File: src/rtl/serial_adder.sv
// Bit-serial ripple adder: one full-adder cell and a carry flop add a + b + cin LSB first,
// one bit per clock, framed by a start/busy/done handshake with a held registered result.
module serial_adder #(
  parameter int WIDTH = 8
) (
  input  logic             clk,
  input  logic             rst,
  input  logic             start,
  input  logic [WIDTH-1:0] a,
  input  logic [WIDTH-1:0] b,
  input  logic             cin,
  output logic             busy,
  output logic             done,
  output logic [WIDTH-1:0] sum,
  output logic             cout
);

  localparam int CNT_W = (WIDTH > 1) ? $clog2(WIDTH) : 1;
  localparam logic [CNT_W-1:0] LAST = CNT_W'(WIDTH - 1);

  typedef enum logic [1:0] {
    IDLE = 2'd0,
    RUN  = 2'd1,
    DONE = 2'd2
  } state_t;

  state_t state, state_next;

  logic [WIDTH-1:0] a_sr, b_sr, acc_sr;
  logic [WIDTH-1:0] a_shifted, b_shifted, acc_shifted;
  logic             carry;
  logic [CNT_W-1:0] cnt;
  logic             bit_s, carry_next, last_bit;
  logic             busy_next, done_next;

  // The single full-adder cell shared by every bit position.
  assign bit_s      = a_sr[0] ^ b_sr[0] ^ carry;
  assign carry_next = (a_sr[0] & b_sr[0]) | (a_sr[0] & carry) | (b_sr[0] & carry);
  assign last_bit   = (cnt == LAST);

  // Operands shift right; each new sum bit enters at the MSB so bit i settles at i.
  generate
    if (WIDTH == 1) begin : g_one_bit
      assign a_shifted   = '0;
      assign b_shifted   = '0;
      assign acc_shifted = bit_s;
    end else begin : g_multi_bit
      assign a_shifted   = {1'b0, a_sr[WIDTH-1:1]};
      assign b_shifted   = {1'b0, b_sr[WIDTH-1:1]};
      assign acc_shifted = {bit_s, acc_sr[WIDTH-1:1]};
    end
  endgenerate

  // NOTE: sequential state uses non-blocking assignments so every flop samples pre-edge values.
  always_ff @(posedge clk or posedge rst) begin
    if (rst) state <= IDLE;
    else     state <= state_next;
  end

  // NOTE: a default assignment first keeps this block free of inferred latches.
  always_comb begin
    state_next = state;
    case (state)
      IDLE:    if (start) state_next = RUN;
      RUN:     if (last_bit) state_next = DONE;
      DONE:    state_next = IDLE;
      default: state_next = IDLE;
    endcase
  end

  always_comb begin
    busy_next = 1'b0;
    done_next = 1'b0;
    case (state_next)
      RUN:     busy_next = 1'b1;
      DONE:    done_next = 1'b1;
      default: ;
    endcase
  end

  always_ff @(posedge clk or posedge rst) begin
    if (rst) begin
      busy <= 1'b0;
      done <= 1'b0;
    end else begin
      busy <= busy_next;
      done <= done_next;
    end
  end

  always_ff @(posedge clk or posedge rst) begin
    if (rst) begin
      a_sr   <= '0;
      b_sr   <= '0;
      acc_sr <= '0;
      carry  <= 1'b0;
      cnt    <= '0;
      sum    <= '0;
      cout   <= 1'b0;
    end else begin
      case (state)
        IDLE: begin
          if (start) begin
            a_sr   <= a;
            b_sr   <= b;
            acc_sr <= '0;
            carry  <= cin;
            cnt    <= '0;
          end
        end
        RUN: begin
          a_sr   <= a_shifted;
          b_sr   <= b_shifted;
          acc_sr <= acc_shifted;
          carry  <= carry_next;
          cnt    <= cnt + CNT_W'(1);
          // Partial sums stay internal; the port updates only with the final bit.
          if (last_bit) begin
            sum  <= acc_shifted;
            cout <= carry_next;
          end
        end
        default: ;
      endcase
    end
  end

endmodule

File: config.mk
export PLATFORM = sky130hd
export DESIGN_NAME = serial_adder
export DESIGN_NICKNAME = d
export VERILOG_FILES = /design/src/rtl/serial_adder.sv
export SDC_FILE = /design/constraint.sdc
export NUM_CORES = 1
export LEC_CHECK = 0
export CAP_MARGIN = 10
export CORE_UTILIZATION = 40
export DETAILED_ROUTE_END_ITERATION = 12
export GPL_TIMING_DRIVEN = 1
export HOLD_SLACK_MARGIN = 0.02
export PLACE_DENSITY = 0.68
export SLEW_MARGIN = 40
export SYNTH_ARGS = -nofsm -noshare
export SYNTH_HDL_FRONTEND = slang
export SYNTH_SLANG_ARGS = --single-unit
File: constraint.sdc
create_clock -name clk -period 1.8 [get_ports clk]
set_clock_uncertainty 0.05 [all_clocks]
set_input_delay 0.18 -clock clk [delete_from_list [all_inputs] [get_ports clk]]
set_output_delay 0.18 -clock clk [all_outputs]
set_load 0.01 [all_outputs]
==> flow_summary.rst <==
.. list-table::
   :header-rows: 1

   * - Metric
     - Value
   * - Status
     - complete, no violations
   * - Max VDD drop
     - 0.441 mV
   * - Number of core rows
     - 25
   * - Number of CTS-inserted buffers
     - 5
   * - Synth unique cells
     - 25
   * - Count of vias placed by the detailed router
     - 1234
   * - Initial antenna violation count
     - 0
   * - TritonCTS clock tree
     - yes
   * - Type of the worst setup path
     - reg -> reg
   * - Critical path peak fanout
     - 11
   * - Reg-to-reg slack, setup
     - 250 ps
   * - Startpoint type of the worst setup path
     - flip-flop
   * - Aggregate global routing overflow
     - 0
   * - Number of primary I/O pins
     - 31
   * - DRC Markers
     - 0
   * - Maximum clock frequency
     - 646 MHz
   * - Worst R2R Start
     - cnt[0]
   * - FILL cells
     - 395
   * - Number of instances in the synthesized netlist
     - 147
   * - Area after DPL
     - 2350 um^2
   * - Die Footprint
     - 5330 um^2
   * - Net total in the final layout
     - 201
   * - Setup TNS
     - 0 ps
   * - Count of buffers added by post-CTS timing repair for setup
     - 0
   * - Number of port buffers
     - 30
   * - Maximum number of pins on one net before global-route repair
     - 41
   * - Netlist area before placement
     - 2020 um^2
   * - Routed length per placed instance
     - 13.6 um
   * - Worst-case clock buffer depth
     - 2
   * - Antenna Violating Nets Remaining
     - 0
   * - Core box area
     - 4790 um^2
   * - Final period util
     - 86.0%
   * - Capturing element type of the critical path
     - flip-flop
   * - Via density per instance
     - 5.02
   * - Violation count after the first detailed-route iteration
     - 79
   * - Post-placement worst setup slack
     - 239 ps
   * - Relative slew margins
     - 66.9%
   * - Cell Pwr Density
     - 1580 nW/um^2
   * - Number of diodes
     - 0
   * - Arrival time of the worst setup path
     - 1680 ps
   * - Count of endpoints failing setup in the final report
     - 0
   * - Detailed placer's ending HPWL
     - 2380 um
   * - Initial Utilization
     - 42.1%
   * - Count of placed standard cells including taps
     - 238
   * - Final max-slew violation count
     - 0
   * - Hold_buf cts
     - 0
   * - RSZ-0062 raised after global routing
     - false
   * - Hold WS
     - 268 ps
   * - Number of synthesis warnings
     - 0
   * - Number of H-tree branching levels
     - 2
   * - Path type of the worst min-delay path
     - in -> async
   * - Clock latency at the later pin of the worst-skew pair
     - 290 ps
   * - Sequential cell area fraction in the yosys report
     - 49.6%
   * - Final routed wirelength across all metal layers
     - 3340 um
   * - Num Clock Sinks
     - 40
   * - Clock Root Buffer
     - clkbuf_8
   * - Syn Nets
     - 170
   * - Wire length of the first global-routing pass
     - 5840 um
   * - Cell Count, Final, Fillers Out
     - 246
   * - Gates resized, CTS repair
     - 0
   * - Data required time of the critical path
     - 1930 ps
   * - Die Width
     - 73.0 um
   * - Global routing usage summed across all routing layers
     - 14.4%
   * - FF-to-FF End
     - sum[6]
   * - Vias in the first global route
     - 1244
   * - Post-synthesis sequential element count
     - 40
   * - Syn_area_per_cell
     - 13.7 um^2
   * - Static Leak
     - 0.00107 uW
   * - First-pass DRT Iterations
     - 4
   * - Min Tclk post-route
     - 1550 ps
   * - MaxCap Viol Count
     - 0
   * - Clock transition at the registers of the reported paths
     - 80 ps
   * - Fin. Hold Viols
     - 0
   * - Area added between synthesis and finish
     - 22.2%
   * - Worst Max-Slew Pin Slew
     - 497 ps
   * - Share of post-route cells with drive strength above 1
     - 30.7%
   * - Height of the die
     - 73.0 um
   * - Final RePlAce weighted congestion
     - 0.691
   * - Number of cells on the worst reg-to-reg path
     - 4
   * - Final critical-path setup slack
     - 252 ps
   * - Finished layout cell area
     - 2460 um^2
-- placed cells by master (no fill, tap or decap), types with 2 or more instances in the layout --
cell type | synthesis | routed
a211oi_2 | 12 | 12
dfrtp_1 | 40 | 40
ha_1 | 2 | 2
nor4b_2 | 13 | 13
clkbuf_8 | 0 | 5
inv_2 | 2 | 2
nor3b_1 | 14 | 14
clkdlybuf4s50_1 | 0 | 30
a21oi_1 | 2 | 2
buf_4 | 2 | 7
nor4b_1 | 2 | 2
a211oi_1 | 2 | 2
a22o_1 | 11 | 11
inv_1 | 18 | 18
mux2_4 | 7 | 7
-- kinds of logic (layout without fill, tap and decap cells) --
family / count (synthesis) / in the layout / synth area share, %
mux: 10 / 10 / 6.82
fa+ha+maj: 3 / 3 / 2.23
compound gates: 29 / 29 / 14.8
flops: 40 / 40 / 49.6
buf+inv: 33 / 65 / 8.68
simple gates: 32 / 32 / 17.9
-- report_power, final --
part           internal, uW  switching [uW]
combinational           894             745
sequential             1300             237
clock                   410             316
total                  2600            1300
-- critical path: stages (launching register included) --
cell	delay [ps]
dfrtp_1	400
ha_1	200
ha_1	230
nand3b_4	210
mux2_1	340
-- Yosys cell counts --
cell type	n	area [um^2]
dfrtp_1	40	1000
inv_1	18	67.6
nor3b_1	14	105
nor4b_2	13	195
a211oi_2	12	150
a22o_1	11	96.3
mux2_4	7	105
buf_2	5	25.0
buf_6	5	56.3
a211oi_1	2	15.0
a21oi_1	2	10.0
buf_4	2	15.0
ha_1	2	25.0
inv_2	2	7.51
nor4b_1	2	17.5
a221oi_2	1	15.0
and2b_4	1	10.0
clkbuf_1	1	3.75
fa_1	1	20.0
mux2_1	1	11.3
mux2_2	1	11.3
mux2i_1	1	10.0
nand3b_4	1	20.0
nor3b_2	1	12.5
o21bai_2	1	11.3
-- worst max path at each step --
stage             end  depth (start not counted)  slack [ps]  startpoint
6_report       sum[6]                          4         250      cnt[0]
3_3_place_gp   sum[6]                          4         280      cnt[0]
2_1_floorplan  sum[0]                          5         300      cnt[0]
4_1_cts        sum[6]                          4         220      cnt[0]
3_5_place_dp   sum[6]                          4         240      cnt[0]
5_1_grt        sum[6]                          4         160      cnt[0]
-- state kept, by name, summed over array words and instances (netlist names) --
name    cells
cout        1
cnt         3
acc_sr      7
sum         8
a_sr        8
state       2
carry       1
done        1
busy        1
b_sr        8
-- area by class of cell --
class,instances,area [um^2],area share [%]
inverter,20,75.1,3.05
clock inverter,3,42.5,1.73
tap,67,83.8,3.40
timing repair buffer,37,353,14.3
sequential,40,1000,40.6
clock buffer,5,68.8,2.79
multi-input combinational,74,841,34.1
-- per-stage QoR --
stage,utilization [%],power [uW]
6_report,51.5,3900
5_1_grt,51.5,4180
4_1_cts,51.5,3940
3_5_place_dp,49.2,3220
3_3_place_gp,49.2,3130
2_1_floorplan,-,2790
-- per-layer routing --
metal | share of wire [%] | wire length [um] | track usage [%]
met5 | 0 | 0 | 0
met4 | 1.2 | 39 | 3.92
met3 | 4.4 | 148 | 4.14
met2 | 46 | 1540 | 21.9
met1 | 48 | 1610 | 19.9
No activity file was read; power rests on OpenSTA's default activity.
